### config.mk
export PLATFORM = sky130hd
export DESIGN_NAME = serial_adder_n
export DESIGN_NICKNAME = d
export VERILOG_FILES = /design/src/rtl/serial_adder_pkg.sv /design/src/rtl/serial_adder_n_digit.sv /design/src/rtl/serial_adder_n.sv
export SDC_FILE = /design/constraint.sdc
export NUM_CORES = 1
export LEC_CHECK = 0
export ABC_AREA = 1
export CORE_MARGIN = 2
export CORE_UTILIZATION = 51
export DETAILED_ROUTE_END_ITERATION = 12
export GPL_TIMING_DRIVEN = 0
export MAX_ROUTING_LAYER = met4
export PLACE_DENSITY = 0.88
export SLEW_MARGIN = 20
export SYNTH_ARGS = -nofsm -noshare
export SYNTH_HDL_FRONTEND = slang
export SYNTH_HIERARCHICAL = 1
export SYNTH_SLANG_ARGS = --single-unit
### constraint.sdc
create_clock -name clk -period 1.9 [get_ports clk]
set_clock_uncertainty 0.1 [all_clocks]
set_input_delay 0.285 -clock clk [delete_from_list [all_inputs] [get_ports clk]]
set_output_delay 0.285 -clock clk [all_outputs]
set_load 0.01 [all_outputs]
### src/rtl/serial_adder_pkg.sv
// serial_adder_pkg: shared types and sizing helpers for serial_adder_n.
// Provides the FSM state enum, the per-operation step count and counter width.
package serial_adder_pkg;

    typedef enum logic {
        IDLE = 1'b0,
        RUN  = 1'b1
    } state_t;

    // Number of digit steps per operation.
    function automatic int steps(input int width, input int digit);
        return width / digit;
    endfunction

    // Step counter width; never narrower than one bit.
    function automatic int cnt_w(input int width, input int digit);
        int n;
        n = $clog2(width / digit);
        return (n < 1) ? 1 : n;
    endfunction

endpackage

### src/rtl/serial_adder_n_digit.sv
// digit_adder: combinational ripple of DIGIT full-adder cells.
// Ports: a_i/b_i operand digits, c_i carry-in; s_o sum digit,
// c_o carry-out, cmsb_o carry into the top bit of the digit.
module digit_adder #(
    parameter int DIGIT = 1
) (
    input  logic [DIGIT-1:0] a_i,
    input  logic [DIGIT-1:0] b_i,
    input  logic             c_i,
    output logic [DIGIT-1:0] s_o,
    output logic             c_o,
    output logic             cmsb_o
);

    logic [DIGIT:0] c;

    assign c[0] = c_i;

    for (genvar i = 0; i < DIGIT; i++) begin : g_fa
        logic p;
        assign p        = a_i[i] ^ b_i[i];
        assign s_o[i]   = p ^ c[i];
        assign c[i+1]   = (a_i[i] & b_i[i]) | (c[i] & p);
    end

    assign c_o    = c[DIGIT];
    assign cmsb_o = c[DIGIT-1];

endmodule

### src/rtl/serial_adder_n.sv
// serial_adder_n: multi-cycle add/subtract, DIGIT bits per clock, LSD first.
// Ports: start/SUB/A/B/CI request; busy, done pulse, S result, CO carry, OV overflow.
module serial_adder_n
    import serial_adder_pkg::*;
#(
    parameter int WIDTH = 8,
    parameter int DIGIT = 1
) (
    input  logic             clk,
    input  logic             rst,
    input  logic             start,
    input  logic             SUB,
    input  logic [WIDTH-1:0] A,
    input  logic [WIDTH-1:0] B,
    input  logic             CI,
    output logic             busy,
    output logic             done,
    output logic [WIDTH-1:0] S,
    output logic             CO,
    output logic             OV
);

    localparam int NSTEP = steps(WIDTH, DIGIT);
    localparam int CW    = cnt_w(WIDTH, DIGIT);
    localparam logic [CW-1:0] LAST = CW'(NSTEP - 1);

    if (WIDTH < 2) begin : g_chk_w
        $error("serial_adder_n: WIDTH must be at least 2");
    end
    if (DIGIT < 1 || (WIDTH % DIGIT) != 0) begin : g_chk_d
        $error("serial_adder_n: DIGIT must divide WIDTH");
    end

    state_t           state_q;
    logic [CW-1:0]    cnt_q;
    logic [WIDTH-1:0] opa_q;
    logic [WIDTH-1:0] opb_q;
    logic [WIDTH-1:0] acc_q;
    logic             carry_q;
    logic             busy_q;
    logic             done_q;
    logic [WIDTH-1:0] s_q;
    logic             co_q;
    logic             ov_q;

    logic [DIGIT-1:0] sum_d;
    logic             carry_d;
    logic             cmsb_d;
    logic [WIDTH-1:0] acc_d;

    digit_adder #(
        .DIGIT (DIGIT)
    ) u_digit (
        .a_i    (opa_q[DIGIT-1:0]),
        .b_i    (opb_q[DIGIT-1:0]),
        .c_i    (carry_q),
        .s_o    (sum_d),
        .c_o    (carry_d),
        .cmsb_o (cmsb_d)
    );

    // New digit enters at the top; after NSTEP shifts the LSD sits at bit 0.
    assign acc_d = (acc_q >> DIGIT)
                 | (WIDTH'(sum_d) << (WIDTH - DIGIT));

    always_ff @(posedge clk or posedge rst) begin
        if (rst) begin
            state_q <= IDLE;
            cnt_q   <= '0;
            opa_q   <= '0;
            opb_q   <= '0;
            acc_q   <= '0;
            carry_q <= 1'b0;
            busy_q  <= 1'b0;
            done_q  <= 1'b0;
            s_q     <= '0;
            co_q    <= 1'b0;
            ov_q    <= 1'b0;
        end else begin
            done_q <= 1'b0;
            unique case (state_q)
                IDLE: begin
                    if (start) begin
                        opa_q   <= A;
                        opb_q   <= SUB ? ~B : B;
                        carry_q <= SUB ? ~CI : CI;
                        acc_q   <= '0;
                        cnt_q   <= '0;
                        busy_q  <= 1'b1;
                        state_q <= RUN;
                    end
                end
                RUN: begin
                    opa_q   <= opa_q >> DIGIT;
                    opb_q   <= opb_q >> DIGIT;
                    carry_q <= carry_d;
                    acc_q   <= acc_d;
                    cnt_q   <= cnt_q + 1'b1;
                    if (cnt_q == LAST) begin
                        // Final digit holds the MSB, so its internal
                        // top-bit carry is the carry into the MSB.
                        s_q     <= acc_d;
                        co_q    <= carry_d;
                        ov_q    <= carry_d ^ cmsb_d;
                        done_q  <= 1'b1;
                        busy_q  <= 1'b0;
                        cnt_q   <= '0;
                        state_q <= IDLE;
                    end
                end
            endcase
        end
    end

    assign busy = busy_q;
    assign done = done_q;
    assign S    = s_q;
    assign CO   = co_q;
    assign OV   = ov_q;

endmodule

==> results of run 1 <==
[layer usage]
layer  wire length, µm  track usage, %
met4                48           5.978
met1              1412           21.15
met5                 0               -
met3               136           6.338
met2              1594           32.42
[final timing paths]
path | end | cells past startpoint
max | S[0] | 1
min | opa_q[2] | 2
max reg2reg | S[3] | 5
min reg2reg | opb_q[1] | 2
max in group asynchronous | S[5] | 3
min in group clk | opb_q[7] | 4
[registers in the layout, indices dropped and copies added (netlist names)]
signal   count
state_q      1
opa_q        8
acc_q        7
busy         1
carry_q      1
CO           1
S            8
cnt_q        3
done         1
opb_q        8
OV           1
[power by group through the flow]
| stage | clock network, µW | logic, µW | registers [µW] |
|---|---|---|---|
| after CTS | 459 | 1220 | 1360 |
| after floorplan | 0 | 733 | 1400 |
| after global routing | 509 | 1380 | 1400 |
| after detailed placement | 0 | 1210 | 1380 |
| after global placement | 0 | 1160 | 1360 |
| final | 445 | 1200 | 1360 |
[cell usage after synthesis]
cell type  count
nand2_1      100
dfrtp_1       40
inv_1         31
o21ai_0        9
a21oi_1        8
nand3_1        8
o22ai_1        7
buf_4          4
buf_2          3
ha_1           3
nor2_1         3
inv_2          2
a22oi_1        1
buf_6          1
clkbuf_1       1
clkinv_1       1
fa_1           1
nand2_2        1
nand3_2        1
[final cells by class]
type	instances	area (µm²)
fill	277	1110
sequential	40	1001
multi-input combinational	142	636.9
timing repair buffer	32	337.8
inverter	34	127.6
buffer	9	60.06
clock buffer	8	58.81
tap	46	57.56
[per-stage QoR]
step	power (µW)	utilization, %	instances	area (µm²)
floorplan	2136	-	225	1826
global placement	2523	64.71	302	2193
detailed placement	2597	65.52	303	2221
CTS	3048	67.26	311	2280
global route	3290	67.26	311	2280
finish	3011	67.26	311	2280
[cells by family (layout without fill, tap and decap cells)]
logic type                 count (synthesis)  after routing
and+or+nand+nor                          113            113
buffers and inverters                     43             83
DFF                                       40             40
AOI/OAI and AO/OA                         25             25
adders and majority gates                  4              4
==> flow_summary.toml, run 1 <==
[run_status]
outcome = "completed"

[worst_setup_path]
crit_arrival_ns = 1.26
reg2reg_slack_ns = 0.30
worst_r2r_startpoint = "cnt_q[0]"
cp-start-kind = "flip-flop"
critPathKind = "flip-flop to primary output"
required_ns = 1.51
critPathTopFamily = "buffers and inverters"
critPathCaptureType = "primary output"
critPathMaxFanout = 2
cp_slowest_stage_delay_ns = 0.53
crit_start = "S[0]"
crit_slowest_cell = "clkdlybuf4s50_1"
crit_chain = "clkdlybuf4s50_1"
critPathBufInv = 1

[yosys]
synth_nets = 250
synthSimpleGateAreaFrac_pct = 24.26
synth_compound_area_share_pct = 7.471
synth_top_area_cell = "dfrtp_1"
synthMuxAreaShare_pct = 0
synth-seq-cells = 40
ys_warn_count = 6
ys_seq_area_share_pct = 54.83
synth_area_um2 = 1826
syn_inst = 225
synth_cell_types = 19
avgSynthCellArea_um2 = 8.113
synth_fa_ha_area_share_pct = 3.153
yosysTopAreaCellShare_pct = 54.83
synth_top_family_by_area = "simple AND/OR/NAND/NOR gates"
synth_xor_area_share_pct = 0
synthTopCellsByArea = "dfrtp_1, nand2_1, inv_1, o21ai_0, o22ai_1"

[sta]
fin_crit_ns = 1.640
hold_slack_ns = 0.1543
finalSetupTns_ns = 0
relSlewSlack_pct = 69.22
finalCritPeriodShare_pct = 86.32
hold_viol = 0
max_freq_mhz = 609.7
fin_ws_ns = 0.2599
finalMaxSlewViolations = 0
rsz0062_at_grt = "no"
setup_viol = 0
worst_slew_pin_slew_ns = 0.4610

[drt]
antenna_left = 0
drtIter0Drc = 62
totalWireLength_mm = 3.191
vias = 1430
vias_per_cell = 4.598
wire_per_inst_um = 10.26
firstDrtPassIters = 4
drc = 0

[global_route]
gr-usage-all-layers_pct = 19.06
first_global_vias = 1404
grt_first_pass_wirelength_mm = 5.837
overflow = 0
grt_max_degree = 22
antenna_found_initial = 0

[final_layout]
drive_gt1_share_pct = 7.547
n_antenna_cell = 0
layout_commonest_cell = "nand2_1"
final_cell_mix = "nand2_1, dfrtp_1, clkdlybuf4s50_1, inv_1, o21ai_0"
syn_to_final_growth_pct = 24.88
final_nets = 289

[die]
die-area_um2 = 4074
core_um2 = 3390
die_x_um = 63.83
fp.dieH_um = 63.83
std_cell_rows = 21
start_util_pct = 53.86
pin_count = 33

[clock_tree]
cts_sinks = 40
cts-resized-gates = 0
cts-buffers-inserted = 5
cts_hold_buf = 0
post_cts_buffers = 0
clk_path_buf_depth = 2
clkLatencyLatePin_ns = 0.35
cts_tree = "done"
htreeDepth = 2
clkTransAtPathRegs_ns = 0.11
root_buffer = "clkbuf_4"

[placed_design]
post-place-ws_ns = 0.2988
portBuffers = 31
dpl.hpwl_mm = 2.374
gp_congestion = 0.7529

[pwr]
clockPowerShare_pct = 14.8
cellLeakagePower_uw = 0.001256
switching_power_uw = 1079
p_comb_share_pct = 40.0
switching_share_pct = 35.81
pwr-share-seq_pct = 45.2
internal_power_uw = 1933
power.density_nw_per_um2 = 1321
ir_worst_vdd_v = 0.0004617

[flow_run]
cap_violations = 0

[hold_path]
hold_path_class = "input pin to async pin"
Power figures use the tool's default switching activity.
==> run 2, diff against run 1 <==
--- a/config.mk
+++ b/config.mk
@@ -7,11 +7,11 @@
 export LEC_CHECK = 0
 export ABC_AREA = 1
 export CORE_MARGIN = 2
-export CORE_UTILIZATION = 51
+export CORE_UTILIZATION = 42
 export DETAILED_ROUTE_END_ITERATION = 12
 export GPL_TIMING_DRIVEN = 0
 export MAX_ROUTING_LAYER = met4
-export PLACE_DENSITY = 0.88
+export PLACE_DENSITY = 0.66
 export SLEW_MARGIN = 20
 export SYNTH_ARGS = -nofsm -noshare
 export SYNTH_HDL_FRONTEND = slang
==> run 2 against run 1 <==
  * Worst hold slack worse by 0.0042 ns
  * Routed wire length is 6.1% higher
  * Sequential share of layout area is 1.2 points lower
  * Global-route usage is 3.1 points lower
  * Worst setup slack better by 0.056 ns
  * Total power is 10% higher
  * Non-clock buffer count stayed put
  * Via count is 1.2% higher
  * Critical path depth stayed put
  * Sequential cell count stayed put
  * Die area is 20% higher
  * Critical path type unchanged
  * Largest cell class unchanged
==> flow_summary.toml, run 2 (synthesis results as in run 1) <==
[run_status]
outcome = "completed"

[global_route]
antenna_found_initial = 0
grt_max_degree = 31
gr-usage-all-layers_pct = 15.93
first_global_vias = 1373
overflow = 0
grt_first_pass_wirelength_mm = 6.106

[placed_design]
dpl_cell_area_um2 = 2218
dp.cells = 307
gp_congestion = 0.7322
dpl.hpwl_mm = 2.446
portBuffers = 31

[clock_tree]
cts-resized-gates = 0
cts_sinks = 40
htreeDepth = 2
clkTransAtPathRegs_ns = 0.07
cts_tree = "done"
clk_path_buf_depth = 2
clkLatencyLatePin_ns = 0.29
post_cts_buffers = 0
root_buffer = "clkbuf_8"
cts-buffers-inserted = 5
cts_hold_buf = 0

[pwr]
switching_power_uw = 1109
cellLeakagePower_uw = 0.001285
pwr-share-seq_pct = 41.1
switching_share_pct = 33.38
ir_worst_vdd_v = 0.0005349
clockPowerShare_pct = 22.6
p_comb_share_pct = 36.2
power.density_nw_per_um2 = 1417
internal_power_uw = 2213

[final_layout]
drive_gt1_share_pct = 8.302
stdcell_count = 315
layout_commonest_cell = "nand2_1"
final_nets = 289
final_cell_mix = "nand2_1, dfrtp_1, clkdlybuf4s50_1, inv_1, o21ai_0"
syn_to_final_growth_pct = 28.44
post-route-cell-area_um2 = 2345
n_antenna_cell = 0

[worst_setup_path]
crit_arrival_ns = 1.20
critPathKind = "flip-flop to primary output"
critPathTopFamily = "buffers and inverters"
crit_slowest_cell = "clkdlybuf4s50_1"
critPathBufInv = 1
cp_slowest_stage_delay_ns = 0.55
required_ns = 1.51
reg2reg_slack_ns = 0.33
worstSetupEndpoint = "S[4]"
crit_start = "S[4]"
critPathCaptureType = "primary output"
worst_r2r_startpoint = "cnt_q[0]"
cp-start-kind = "flip-flop"
crit_chain = "clkdlybuf4s50_1"
worst-r2r-cell-count = 5
r2r-end = "S[5]"
path_depth = 1
critPathMaxFanout = 2

[sta]
max_freq_mhz = 631.2
hold_viol = 0
relSlewSlack_pct = 75.64
finalCritPeriodShare_pct = 83.38
finalMaxSlewViolations = 0
setup_viol = 0
worst_slew_pin_slew_ns = 0.3653
finalSetupTns_ns = 0
rsz0062_at_grt = "no"
fin_crit_ns = 1.584

[die]
core_um2 = 4086
die-area_um2 = 4890
start_util_pct = 44.67
pin_count = 33
die_x_um = 69.93
fp.dieH_um = 69.93
std_cell_rows = 23

[drt]
drc = 0
firstDrtPassIters = 4
drtIter0Drc = 72
vias_per_cell = 4.594
wire_per_inst_um = 10.75
totalWireLength_mm = 3.386
vias = 1447
antenna_left = 0

[flow_run]
cap_violations = 0

[hold_path]
hold_path_class = "input pin to async pin"
## run 2: changes by cell type in the layout (fill, tap and decap cells not counted), sizes merged
| cell | change |
|---|---|
| bufinv | +1 |
| clkbuf | -1 |
## run 2: metal layers
layer / up-vias / global-route usage (%) / routed length (µm)
met4: 0 / 4.487 / 31
li1: 757 / - / -
met3: 3 / 4.329 / 146
met5: - / - / 0
met1: 658 / 20.24 / 1610
met2: 29 / 25.19 / 1598
## run 2: worst min-delay path by stage
stage,start,end
after floorplan,A[7],opa_q[7]
after global placement,cnt_q[1],cnt_q[1]
after detailed placement,opb_q[7],opb_q[7]
after CTS,rst,acc_q[6]
after global routing,rst,acc_q[6]
final,rst,S[6]
## run 2: layout make-up
cell class	count	area (µm²)
clock inverter	1	30.03
fill	398	1742
multi-input combinational	142	636.9
clock buffer	7	96.34
buffer	9	60.06
inverter	34	127.6
sequential	40	1001
tap	50	62.56
timing repair buffer	32	330.3
## run 2: power by group through the flow
| stage | Combinational, µW | Clock, µW | Sequential (µW) |
|---|---|---|---|
| after floorplan | 733 | 0 | 1400 |
| after global placement | 1180 | 0 | 1370 |
| after detailed placement | 1230 | 0 | 1380 |
| after CTS | 1230 | 778 | 1370 |
| after global routing | 1390 | 818 | 1410 |
| final | 1200 | 752 | 1370 |
## run 2: through the flow
stage | utilization, % | power, µW | setup slack (ns) | hold slack [ns]
after floorplan | - | 2136 | 0.5258 | 0.2946
after global placement | 53.80 | 2549 | -0.2509 | 0.3606
after detailed placement | 54.29 | 2608 | 0.3416 | 0.3685
after CTS | 57.38 | 3375 | 0.2952 | 0.1455
after global routing | 57.38 | 3623 | 0.2169 | 0.1669
final | 57.38 | 3322 | 0.3157 | 0.1501
